File: src/rtl/conv_ctrl_pkg.sv
// Shared types and constants for the kernel-weight sequencer: state encoding,
// bank geometry and the bank start-address helper.
package conv_ctrl_pkg;
    localparam int KW_ADDR_W = 7;
    localparam int KW_PASS_W = 4;
    localparam int WPK       = 8;
    localparam int IDX_W     = 3;
    localparam int BANK_BASE = 1;

    typedef enum logic [2:0] {
        ST_IDLE  = 3'd0,
        ST_LOAD  = 3'd1,
        ST_DRAIN = 3'd2,
        ST_START = 3'd3,
        ST_WAIT  = 3'd4,
        ST_DONE  = 3'd5
    } state_t;

    // Address 0 is reserved, so bank F occupies 8*F+1 .. 8*F+8.
    function automatic logic [KW_ADDR_W-1:0] kw_start(input logic [2:0] f);
        return KW_ADDR_W'(WPK * int'(f) + BANK_BASE);
    endfunction
endpackage

File: src/rtl/conv_kw_sequencer_addr_gen.sv
// Kernel-bank address counter: loads the bank start address, steps one word
// per cycle and flags the last word of the bank.
module kw_addr_gen
    import conv_ctrl_pkg::*;
#(
    parameter int ADDR_W = KW_ADDR_W
) (
    input  logic              clk,
    input  logic              reset,
    input  logic              load,
    input  logic [ADDR_W-1:0] load_addr,
    input  logic              inc,
    output logic [ADDR_W-1:0] addr,
    output logic [IDX_W-1:0]  idx,
    output logic              last
);
    logic [ADDR_W-1:0] addr_q, addr_d;
    logic [IDX_W-1:0]  idx_q, idx_d;

    always_comb begin
        addr_d = addr_q;
        idx_d  = idx_q;
        if (load) begin
            addr_d = load_addr;
            idx_d  = '0;
        end else if (inc) begin
            addr_d = addr_q + ADDR_W'(1);
            idx_d  = idx_q + IDX_W'(1);
        end
    end

    always_ff @(posedge clk or negedge reset) begin
        if (!reset) begin
            addr_q <= '0;
            idx_q  <= '0;
        end else begin
            addr_q <= addr_d;
            idx_q  <= idx_d;
        end
    end

    assign addr = addr_q;
    assign idx  = idx_q;
    assign last = (idx_q == IDX_W'(WPK - 1));
endmodule

File: src/rtl/conv_kw_sequencer.sv
// Layer controller: loads one kernel bank from the weight ROM, then runs the
// requested conv passes. KW_ROM_REG_EN selects a registered ROM (2-cycle read).
module conv_kw_sequencer
    import conv_ctrl_pkg::*;
#(
    parameter int ADDR_W = KW_ADDR_W,
    parameter int PASS_W = KW_PASS_W
) (
    input  logic              clk,
    input  logic              reset,
    input  logic              cfg_valid,
    output logic              cfg_ready,
    input  logic [2:0]        cfg_f,
    input  logic [PASS_W-1:0] cfg_passes,
    input  logic              abort,
    output logic              rom_en,
    output logic [ADDR_W-1:0] rom_addr,
    output logic              w_wr_en,
    output logic [IDX_W-1:0]  w_wr_idx,
    output logic              conv_start,
    input  logic              conv_done,
    output logic              layer_done,
    output logic              busy,
    output state_t            dbg_state
);
    state_t            state_q, state_d;
    logic [PASS_W-1:0] passes_q, passes_d;
    logic              ag_load, ag_inc, ag_last;
    logic [ADDR_W-1:0] ag_addr;
    logic [IDX_W-1:0]  ag_idx;
    logic              en1_q, en1_d;
    logic [IDX_W-1:0]  idx1_q, idx1_d;
    logic              pipe_busy, last_write;

    kw_addr_gen #(.ADDR_W(ADDR_W)) u_addr_gen (
        .clk       (clk),
        .reset     (reset),
        .load      (ag_load),
        .load_addr (ADDR_W'(kw_start(cfg_f))),
        .inc       (ag_inc),
        .addr      (ag_addr),
        .idx       (ag_idx),
        .last      (ag_last)
    );

    // Config handshake: a config transfers on the edge where cfg_valid && cfg_ready;
    // cfg_ready is high only in IDLE, so offers while busy are never latched.
    always_comb begin
        state_d  = state_q;
        passes_d = passes_q;
        ag_load  = 1'b0;
        ag_inc   = 1'b0;
        if (abort) begin
            state_d = ST_IDLE;
        end else begin
            unique case (state_q)
                ST_IDLE: if (cfg_valid) begin
                    ag_load  = 1'b1;
                    passes_d = cfg_passes;
                    state_d  = ST_LOAD;
                end
                ST_LOAD: begin
                    ag_inc = 1'b1;
                    if (ag_last) state_d = ST_DRAIN;
                end
                // With no passes, hold until the write pipe is empty so
                // layer_done never overlaps a weight write.
                ST_DRAIN: begin
                    if (passes_q == '0) begin
                        if (!pipe_busy) state_d = ST_DONE;
                    end else if (last_write) begin
                        state_d = ST_START;
                    end
                end
                ST_START: state_d = ST_WAIT;
                ST_WAIT: if (conv_done) begin
                    passes_d = passes_q - PASS_W'(1);
                    state_d  = (passes_q == PASS_W'(1)) ? ST_DONE : ST_START;
                end
                ST_DONE: state_d = ST_IDLE;
                default: state_d = ST_IDLE;
            endcase
        end
    end

    assign rom_en     = (state_q == ST_LOAD);
    assign rom_addr   = rom_en ? ag_addr : '0;
    assign conv_start = (state_q == ST_START);
    assign layer_done = (state_q == ST_DONE);
    assign busy       = (state_q != ST_IDLE);
    assign cfg_ready  = (state_q == ST_IDLE);
    assign dbg_state  = state_q;
    assign last_write = w_wr_en && (w_wr_idx == IDX_W'(WPK - 1));

    assign en1_d  = rom_en && !abort;
    assign idx1_d = ag_idx;

    always_ff @(posedge clk or negedge reset) begin
        if (!reset) begin
            state_q  <= ST_IDLE;
            passes_q <= '0;
            en1_q    <= 1'b0;
            idx1_q   <= '0;
        end else begin
            state_q  <= state_d;
            passes_q <= passes_d;
            en1_q    <= en1_d;
            idx1_q   <= idx1_d;
        end
    end

`ifdef KW_ROM_REG_EN
    logic             en2_q, en2_d;
    logic [IDX_W-1:0] idx2_q, idx2_d;

    assign en2_d  = en1_q && !abort;
    assign idx2_d = idx1_q;

    always_ff @(posedge clk or negedge reset) begin
        if (!reset) begin
            en2_q  <= 1'b0;
            idx2_q <= '0;
        end else begin
            en2_q  <= en2_d;
            idx2_q <= idx2_d;
        end
    end

    assign w_wr_en   = en2_q;
    assign w_wr_idx  = idx2_q;
    assign pipe_busy = en1_q || en2_q;
`else
    assign w_wr_en   = en1_q;
    assign w_wr_idx  = idx1_q;
    assign pipe_busy = en1_q;
`endif
endmodule

File: config.mk
export PLATFORM = sky130hd
export DESIGN_NAME = conv_kw_sequencer
export DESIGN_NICKNAME = d
export VERILOG_FILES = /design/src/rtl/conv_ctrl_pkg.sv /design/src/rtl/conv_kw_sequencer_addr_gen.sv /design/src/rtl/conv_kw_sequencer.sv
export SDC_FILE = /design/constraint.sdc
export NUM_CORES = 1
export LEC_CHECK = 0
export ABC_CLOCK_PERIOD_IN_PS = 2000
export CAP_MARGIN = 20
export CORE_ASPECT_RATIO = 0.6
export CORE_MARGIN = 1
export CORE_UTILIZATION = 43
export CTS_CLUSTER_SIZE = 12
export DETAILED_ROUTE_END_ITERATION = 10
export GPL_TIMING_DRIVEN = 0
export PLACE_DENSITY = 0.74
export SETUP_SLACK_MARGIN = 0.15
export SLEW_MARGIN = 40
export SYNTH_ARGS = -nofsm -noshare
export SYNTH_HDL_FRONTEND = slang
export SYNTH_SLANG_ARGS = --single-unit
File: constraint.sdc
create_clock -name clk -period 2 [get_ports clk]
set_input_delay 0.4 -clock clk [delete_from_list [all_inputs] [get_ports clk]]
set_output_delay 0.4 -clock clk [all_outputs]
set_load 0.03 [all_outputs]
==> summary.md, run 1 <==
The logs give 0 for the number of design rule violations left after detail routing and 4 for the length of the first detailed-routing pass in iterations. Area of the core: 0.00257 sq mm. The number of hold buffers added after CTS is 0. TritonCTS built the clock tree. After detailed routing, the number of vias per cell comes to 5.49. Per report_power, the combinational group accounts for 63.0% of the total.

The first routing iteration left 58 violations. The logs give 46.9% for the starting density of the core and 184 for the number of fill cells in the layout. The die boundary width is 70.4 um, and the total routing usage reported by global routing is 22.0%. The total clock buffers created by CTS came out at 3. The tools report the root buffer selected by CTS as sky130_fd_sc_hd__clkbuf_8.

For this run, the register share of the synthesized area comes to 43.5%. A synthesized cell averages 9.58 sq um. The layout-stage area growth over the synthesis result is 58.4%, and the total number of placement rows is 14. The synthesized design devotes to its leading area cell type 43.5% of total area.

The internal portion of the total power is 0.00167 W. The number of cells in the finished layout apart from fillers is 214. For this run, the number of Yosys warnings is 0. In this run the worst path has a maximum fanout of 5. For the number of nets in the synthesized netlist, the log shows 143. Setup repair after global routing could not meet its margin everywhere. Summing every instance area after synthesis gives 0.00121 sq mm.

The depth of the CTS H-tree came out at 1. The post-route antenna net violation count was 0. Summed over all layers, the routed wires come to 3320 um. After detailed placement, the design holds a cell count of 187. Net switching is 42.1% of the power. The average routed wire per standard cell was 15.5 um; the flip-flop and latch area was 529 sq um. The run gives 0 as the remaining global-route overflow. Ranked by total cell area, the synthesized netlist is headed by sky130_fd_sc_hd__dfrtp_1 (44%), sky130_fd_sc_hd__ha_1 (5.2%), sky130_fd_sc_hd__o21ai_0 (5.0%). The net count of the finished layout is 200. The final period utilization was 99.7%.

The setup path with the least slack is of type reg -> reg. Timing-limited maximum frequency: 501 MHz. The run gives 27.2% as the sequential cell fraction of total power.

Routability-driven placement finished with a final weighted congestion of 0.802. The clock arrives with 0.00271 ns of skew. The run gives 0 as the number of endpoints failing setup at the final stage.

The run gives 0 as the number of max-slew violations in the final report. The power share of the clock group was 9.7%; the vertical die dimension was 43.0 um. For the max-capacitance violation count, the log shows 0. The worst setup path is captured at a flip-flop. The type of the most critical hold path is in -> async. The run gives 0.00121 W as the net switching power. Buffers placed on the I/O ports in this run total 29. The worst setup path is launched from a flip-flop.

In this run the power density over the cells is 1500 mW/mm^2. Cell taking the most area after synthesis: sky130_fd_sc_hd__dfrtp_1. For the via count of the first global-routing pass, the log shows 1,056. Initial antenna violation count: 0. The post-synthesis sequential element count is 21, and the measured slew at the worst slew-check pin is 0.474 ns.

The wire-length estimate of the detail-placed layout is 2150 um. The required time at the endpoint of the critical path was 2.17 ns. Clock latency on the worst-skew pair, taken at its later pin, is 0.26 ns.

The fraction of final layout cells with drive strength greater than 1 is 40.1%, and the final number of hold-violating endpoints is 0. The instance count of the mapped netlist is 126. Maximum buffer depth of the clock tree: 2. VDD sags by at most 0.626 mV. For the first-pass GRT wire length, the log shows 4930 um. Counting flops with an async set or reset pin after synthesis yields a share of 100%. The run finished with clean final reports. The shortest period the worst path allows was 1.99 ns; the critical path arrival was 2.16 ns.

The number of antenna diodes in the final layout is 0. Yosys mapped a number of flops with a built-in enable equal to 0. The multi-input combinational cells in the finished layout cover a total of 724 sq um. Across all register-to-register paths, the minimum setup slack is 0.006 ns. Clock-pin slew was measured on the worst setup and hold paths at 0.08 ns.

The run gives 22 as the largest net degree at the start of global routing. Worst hold-check slack: 0.0845 ns. The run gives 21 as the TritonCTS sink count. Synthesis instantiated 44 different standard cells from the library.

In this run the tightest slew margin relative to its limit is 68.4%. The most frequently used flop master after synthesis is sky130_fd_sc_hd__dfrtp_1. The routed layout has 1,174 vias.

The analysis attributes to cell leakage a power of 0.880 nW. Number of I/O pins: 31. The tools report the full die area as 0.00303 sq mm.
synth_stat cells (2+ instances only):
library cell,instances
sky130_fd_sc_hd__o21ai_0,12
sky130_fd_sc_hd__and3b_1,2
sky130_fd_sc_hd__ha_1,5
sky130_fd_sc_hd__clkbuf_1,5
sky130_fd_sc_hd__nand4_1,3
sky130_fd_sc_hd__nand3_1,2
sky130_fd_sc_hd__nor2b_1,2
sky130_fd_sc_hd__or4b_1,2
sky130_fd_sc_hd__and2_1,7
sky130_fd_sc_hd__nor3b_1,4
sky130_fd_sc_hd__nor2_1,5
sky130_fd_sc_hd__nand2_1,15
sky130_fd_sc_hd__inv_1,4
sky130_fd_sc_hd__dfrtp_1,21
sky130_fd_sc_hd__xor2_1,5
sky130_fd_sc_hd__or3_1,2
sky130_fd_sc_hd__mux2_2,2
sky130_fd_sc_hd__nor3_1,2
layout by cell type, fill, tap and decap left out, types with 2 or more instances in the layout:
cell type	Yosys	routed
sky130_fd_sc_hd__buf_4	1	19
sky130_fd_sc_hd__dfrtp_1	21	18
sky130_fd_sc_hd__clkdlybuf4s50_1	0	16
sky130_fd_sc_hd__nand2_1	15	14
sky130_fd_sc_hd__buf_6	1	12
sky130_fd_sc_hd__and2_4	0	7
sky130_fd_sc_hd__o21ai_0	12	7
sky130_fd_sc_hd__xor2_1	5	5
sky130_fd_sc_hd__nor2_1	5	5
sky130_fd_sc_hd__o21ai_1	0	5
sky130_fd_sc_hd__buf_8	0	4
sky130_fd_sc_hd__ha_1	5	4
sky130_fd_sc_hd__inv_2	1	3
sky130_fd_sc_hd__or4b_4	0	3
sky130_fd_sc_hd__nor3b_1	4	3
sky130_fd_sc_hd__nand4_1	3	3
sky130_fd_sc_hd__clkbuf_8	0	3
sky130_fd_sc_hd__dfrtp_2	0	3
sky130_fd_sc_hd__buf_2	1	3
sky130_fd_sc_hd__and3b_1	2	2
sky130_fd_sc_hd__nor3b_4	0	2
sky130_fd_sc_hd__clkbuf_4	0	2
sky130_fd_sc_hd__nand3_1	2	2
sky130_fd_sc_hd__or3_1	2	2
sky130_fd_sc_hd__mux2_2	2	2
sky130_fd_sc_hd__nor2b_1	2	2
routing by layer:
metal	track usage, %	vias to the layer above	routed length (um)
met4	4.80	0	38
met3	5.94	6	150
met5	0	-	0
met2	34.9	39	1640
li1	-	555	-
met1	30.2	574	1490
what timing repair did:
action,in CTS,in global routing
cloned,1,0
resized for setup,85,32
pin swaps,8,9
setup endpoints to repair,21,22
setup buffers,16,6
power by group through the flow:
stage | Clock (W) | Combinational, W | Sequential [W]
CTS | 0.000290 | 0.00160 | 0.000766
finish | 0.000280 | 0.00181 | 0.000783
floorplan | 0 | 0.000768 | 0.000846
global route | 0.000312 | 0.00193 | 0.000807
detailed placement | 0 | 0.00131 | 0.000778
global placement | 0 | 0.00127 | 0.000767
registers in the layout, summed over array words and instances (netlist names):
register         count
w_wr_en              1
dbg_state            3
w_wr_idx             3
u_addr_gen.addr      7
passes_q             4
u_addr_gen.idx       3
cell families (layout without fill, tap and decap cells):
logic type                 Yosys count  in the layout  share of synthesized area (%)
and+or+nand+nor                     54             55                           26.3
AOI/OAI and AO/OA                   24             24                           12.9
adders and majority gates            5              5                           5.18
buffers and inverters               13             68                           5.08
muxes                                3              3                           2.69
xor gates and xnor gates             6              6                           4.35
DFF                                 21             21                           43.5
worst max-delay path, cell delays in order, from the launching register on:
cell and delay (ns):
sky130_fd_sc_hd__dfrtp_2 0.42, sky130_fd_sc_hd__buf_8 0.13, sky130_fd_sc_hd__or3b_4 0.39, sky130_fd_sc_hd__or4b_4 0.51, sky130_fd_sc_hd__a2111o_1 0.39, sky130_fd_sc_hd__o31ai_2 0.07
layout make-up:
class | count | share of cell area (%)
Multi-Input combinational cell | 93 | 37.9
Inverter | 5 | 1.24
Tap cell | 32 | 2.09
Sequential cell | 21 | 27.7
Timing Repair Buffer | 51 | 24.2
Buffer | 8 | 4.38
Clock inverter | 1 | 0.392
Clock buffer | 3 | 2.16
path summary, 6_finish.rpt:
path	endpoint	cells past startpoint	startpoint
worst max-delay path	dbg_state[2]$_DFFE_PN0P_	5	dbg_state[1]$_DFFE_PN0P_
worst max register to register	dbg_state[2]$_DFFE_PN0P_	5	dbg_state[1]$_DFFE_PN0P_
min in group clk	w_wr_idx[1]$_DFF_PN0_	0	u_addr_gen.idx[1]$_DFFE_PN0P_
worst min register to register	w_wr_idx[1]$_DFF_PN0_	0	u_addr_gen.idx[1]$_DFFE_PN0P_
max in group asynchronous	dbg_state[0]$_DFFE_PN0P_	1	reset
worst min-delay path	w_wr_idx[1]$_DFF_PN0_	1	reset
metrics by stage:
step,total power [W],area [sq um],util [%],setup WS [ns],setup TNS (ns)
after floorplan,0.00161,1250,-,0.0130,0
after global placement,0.00203,1590,61.6,-0.162,-1.15
after detailed placement,0.00209,1580,61.4,-0.184,-1.30
after CTS,0.00266,1800,69.8,-0.00548,-0.00548
after global routing,0.00304,1910,74.3,-0.0248,-0.0432
final,0.00288,1910,74.3,0.00578,0
Note: power is estimated with default switching activity, not from simulation.
==> run 2, diff against run 1 <==
CAP_MARGIN = 10   (was 20)
==> results of run 2 <==
Same layout as run 1: the final DEF is identical, and so are final timing and power.
==> run 3, diff against run 2 <==
CELL_PAD_IN_SITES_DETAIL_PLACEMENT = 1   (was unset)
CELL_PAD_IN_SITES_GLOBAL_PLACEMENT = 1   (was unset)
CORE_UTILIZATION = 32   (was 43)
CTS_BUF_LIST = sky130_fd_sc_hd__clkbuf_16   (was unset)
PLACE_DENSITY = unset   (was 0.74)
PLACE_DENSITY_LB_ADDON = 0.1   (was unset)
==> run 3 against run 2 <==
Against the previous run:
- clock skew is 0.0017 ns higher
- flip-flop and latch count stayed put
- fmax is 0.99% higher
- via count is 1.7% higher
- power is 12% higher
- first-iteration DRC count is 16% lower
- clock power is 55% higher
- sequential share of layout area is 1.4 points lower
- largest cell class unchanged
==> summary.md, run 3 (synthesized netlist as in run 1, its figures left out) <==
The fraction of final layout cells with drive strength greater than 1 came out at 44.0% (was 40.1%). Final number of hold-violating endpoints: 0 (unchanged). DRC violation total after the first TritonRoute iteration: 49 (was 58).

The number of nets in the layout came out at 202 (was 200). The largest net degree at the start of global routing is 22 (unchanged). The worst hold-check slack came out at 0.0900 ns (was 0.0845 ns). The instance count on the critical path works out to 5 (unchanged). The run gives 2440 um (was 2150 um) as the total half-perimeter wirelength after legalization and detailed placement. The count of cells along the worst register-to-register path is 5 (unchanged), and the weighted congestion reported at the end of routability-driven placement is 0.766 (was 0.802). The tools report the flip-flop and latch area as 529 sq um (unchanged).

Cell Chain, Critical Path: buf_6 -> or3b_4 -> or4b_1 -> a2111o_1 -> o31ai_2 (was buf_8 -> or3b_4 -> or4b_4 -> a2111o_1 -> o31ai_2). The total routing usage reported by global routing was 19.9% (was 22.0%). The final period utilization was 98.7% (was 99.7%); the worst-skew pair later-pin latency was 0.26 ns (about the same).

The endpoint kind of the worst setup timing path is a flip-flop (unchanged). The starting density of the core came out at 35.3% (was 46.9%). The run gives 31 (unchanged) as the number of I/O pins. The run gives 0.03 ns (was 0.006 ns) as the setup slack of the most critical reg-to-reg path. The initial antenna violation count is 0 (unchanged), and the number of max-slew violations in the final report is 0 (unchanged). The maximum buffer depth of the clock tree was 2 (unchanged); the timing-limited maximum frequency was 506 MHz (was 501 MHz). The required time at the endpoint of the critical path came out at 2.16 ns (was 2.17 ns). The run finished with clean final reports. For the worst relative slew slack, the log shows 66.5% (was 68.4%). The post-route antenna net violation count is 0 (unchanged).

The type of the setup path with the least slack was reg -> reg (unchanged). The layout-stage area growth over the synthesis result is 66.7% (was 58.4%). For the number of fill cells in the layout, the log shows 359 (was 184). The shortest period the worst path allows is 1.97 ns (was 1.99 ns). Root buffer selected by CTS: sky130_fd_sc_hd__clkbuf_16 (was sky130_fd_sc_hd__clkbuf_8).

The run gives 1 (unchanged) as the depth of the CTS H-tree. The tools report the number of endpoints failing setup at the final stage as 0 (unchanged). The number of hold buffers added after CTS came out at 0 (unchanged). The via total after detailed routing came out at 1,194 (was 1,174). The measured slew at the worst slew-check pin is 0.503 ns (was 0.474 ns). The clock transition at the register clock pins on the worst setup and hold paths after CTS is 0.06 ns (was 0.08 ns), and the die boundary width is 81.3 um (was 70.4 um). The tools report the total clock buffers created by CTS as 3 (unchanged).

TritonCTS built the clock tree. The type of the most critical hold path is in -> async (unchanged). The max-capacitance violation count is 0 (unchanged), and the final core utilization is 58.8% (was 74.3%). The capturing instance or port of the critical path is dbg_state[2]$_DFFE_PN0P_ (unchanged). Critical path buffer and inverter count: 1 (unchanged). The post-detailed-route via-to-cell ratio works out to 5.21 (was 5.49). Leading cell types in the layout, fill and taps excluded: sky130_fd_sc_hd__buf_6 (20), sky130_fd_sc_hd__dfrtp_1 (18), sky130_fd_sc_hd__buf_4 (16), sky130_fd_sc_hd__clkdlybuf4s50_1 (16), sky130_fd_sc_hd__nand2_1 (14) (was sky130_fd_sc_hd__buf_4 (19), sky130_fd_sc_hd__dfrtp_1 (18), sky130_fd_sc_hd__clkdlybuf4s50_1 (16), sky130_fd_sc_hd__nand2_1 (14), sky130_fd_sc_hd__buf_6 (12)). Setup repair after global routing could not meet its margin everywhere.

For the area of the core, the log shows 0.00342 sq mm (was 0.00257 sq mm). The tools report the critical path arrival as 2.14 ns (was 2.16 ns). The source of the critical timing path was dbg_state[0]$_DFFE_PN0P_ (was dbg_state[1]$_DFFE_PN0P_).

Top cell family by delay on the critical path: simple AND/OR/NAND/NOR gates (unchanged). The tools report the worst vdd rail ir drop as 0.779 mV (was 0.626 mV). The port buffer count was 29 (unchanged).

The static leakage is 0.925 nW (was 0.880 nW), and the worst clock skew is 0.00444 ns (was 0.00271 ns). For the TritonCTS sink count, the log shows 21 (unchanged). The startpoint type of the worst setup path was a flip-flop (unchanged).

The flip-flop count of the largest register after layout was 7 (unchanged). The tools report the full die area as 0.00403 sq mm (was 0.00303 sq mm). The top fanout value on the critical path is 4 (was 5). The number of design rule violations left after detail routing was 0 (unchanged); the average routed wire per standard cell was 18.0 um (was 15.5 um).

Areal power density over the cells: 1590 mW/mm^2 (was 1500 mW/mm^2). The worst flop-to-flop path startpoint was dbg_state[0]$_DFFE_PN0P_ (was dbg_state[1]$_DFFE_PN0P_). Total number of placement rows: 16 (was 14). Critical path's slowest cell: sky130_fd_sc_hd__or4b_1 (was sky130_fd_sc_hd__or4b_4). The run gives 716 sq um (was 724 sq um) as the area of the multi-input gates. The tools report the critical register-to-register path endpoint as dbg_state[2]$_DFFE_PN0P_ (unchanged). The most common cell after layout, fill and taps aside is sky130_fd_sc_hd__buf_6 (was sky130_fd_sc_hd__buf_4). The remaining global-route overflow was 0 (unchanged); the final routed wirelength across all metal layers was 4110 um (was 3320 um). The tools report the length of the first detailed-routing pass in iterations as 4 (unchanged). The first-pass GRT wire length came out at 5870 um (was 4930 um). The antenna diode count was 0 (unchanged); the longest individual stage delay on the worst path was 0.48 ns (was 0.51 ns). The vertical die dimension came out at 49.6 um (was 43.0 um). The via count of the first global-routing pass was 1,176 (was 1,056).
[run 3: worst min-delay path by stage]
stage / cells past startpoint / start / endpoint
2_1_floorplan: 0 / reset / dbg_state[0]$_DFFE_PN0P_
3_3_place_gp: 0 / u_addr_gen.idx[1]$_DFFE_PN0P_ / w_wr_idx[1]$_DFF_PN0_
3_5_place_dp: 1 / reset / passes_q[0]$_DFFE_PN0P_
4_1_cts: 1 / reset / passes_q[0]$_DFFE_PN0P_
5_1_grt: 1 / reset / passes_q[0]$_DFFE_PN0P_
6_report: 1 / reset / passes_q[0]$_DFFE_PN0P_
[run 3: worst reg2reg max path: stages (launching register included)]
cell	delay, ns
sky130_fd_sc_hd__dfrtp_2	0.41
sky130_fd_sc_hd__buf_6	0.13
sky130_fd_sc_hd__or3b_4	0.39
sky130_fd_sc_hd__or4b_1	0.48
sky130_fd_sc_hd__a2111o_1	0.40
sky130_fd_sc_hd__o31ai_2	0.07
[run 3: where the power goes]
group,switching (W),internal [W]
logic,0.000958,0.00102
clock network,0.000163,0.000271
registers,0.000198,0.000603
[run 3: timing repair]
item                                    CTS  global route
endpoints found under the setup margin   22            25
pin swaps                                 6            14
buffers inserted                         16             8
gates cloned                              0             2
resized for setup                        83            44
[run 3: cell type report]
type,instances,area share [%]
plain buffers,7,3.54
clock buffers,3,3.73
clock inverters,1,0.373
inverters,5,1.18
multi-input cells,92,35.6
flip-flops and latches,21,26.3
well taps,45,2.80
repair buffers,55,26.5
[run 3: routing by layer]
metal	GRT usage [%]	share of wire, %	up-vias
li1	-	-	562
met1	28.5	49	600
met2	31.0	47	28
met3	4.44	3.0	4
met4	2.98	0.63	0
met5	0	0	-
[run 3: per-stage QoR]
| step | setup slack, ns | instances | TNS [ns] | cell area [sq um] | power, W |
|---|---|---|---|---|---|
| 2_1_floorplan | 0.0130 | 126 | 0 | 1250 | 0.00161 |
| 5_1_grt | -0.0178 | 229 | -0.0455 | 2010 | 0.00340 |
| 3_5_place_dp | -0.264 | 200 | -2.14 | 1600 | 0.00212 |
| 4_1_cts | -0.0446 | 219 | -0.0446 | 1810 | 0.00284 |
| 3_3_place_gp | -0.191 | 200 | -1.40 | 1600 | 0.00206 |
| 6_report | 0.0253 | 229 | 0 | 2010 | 0.00321 |
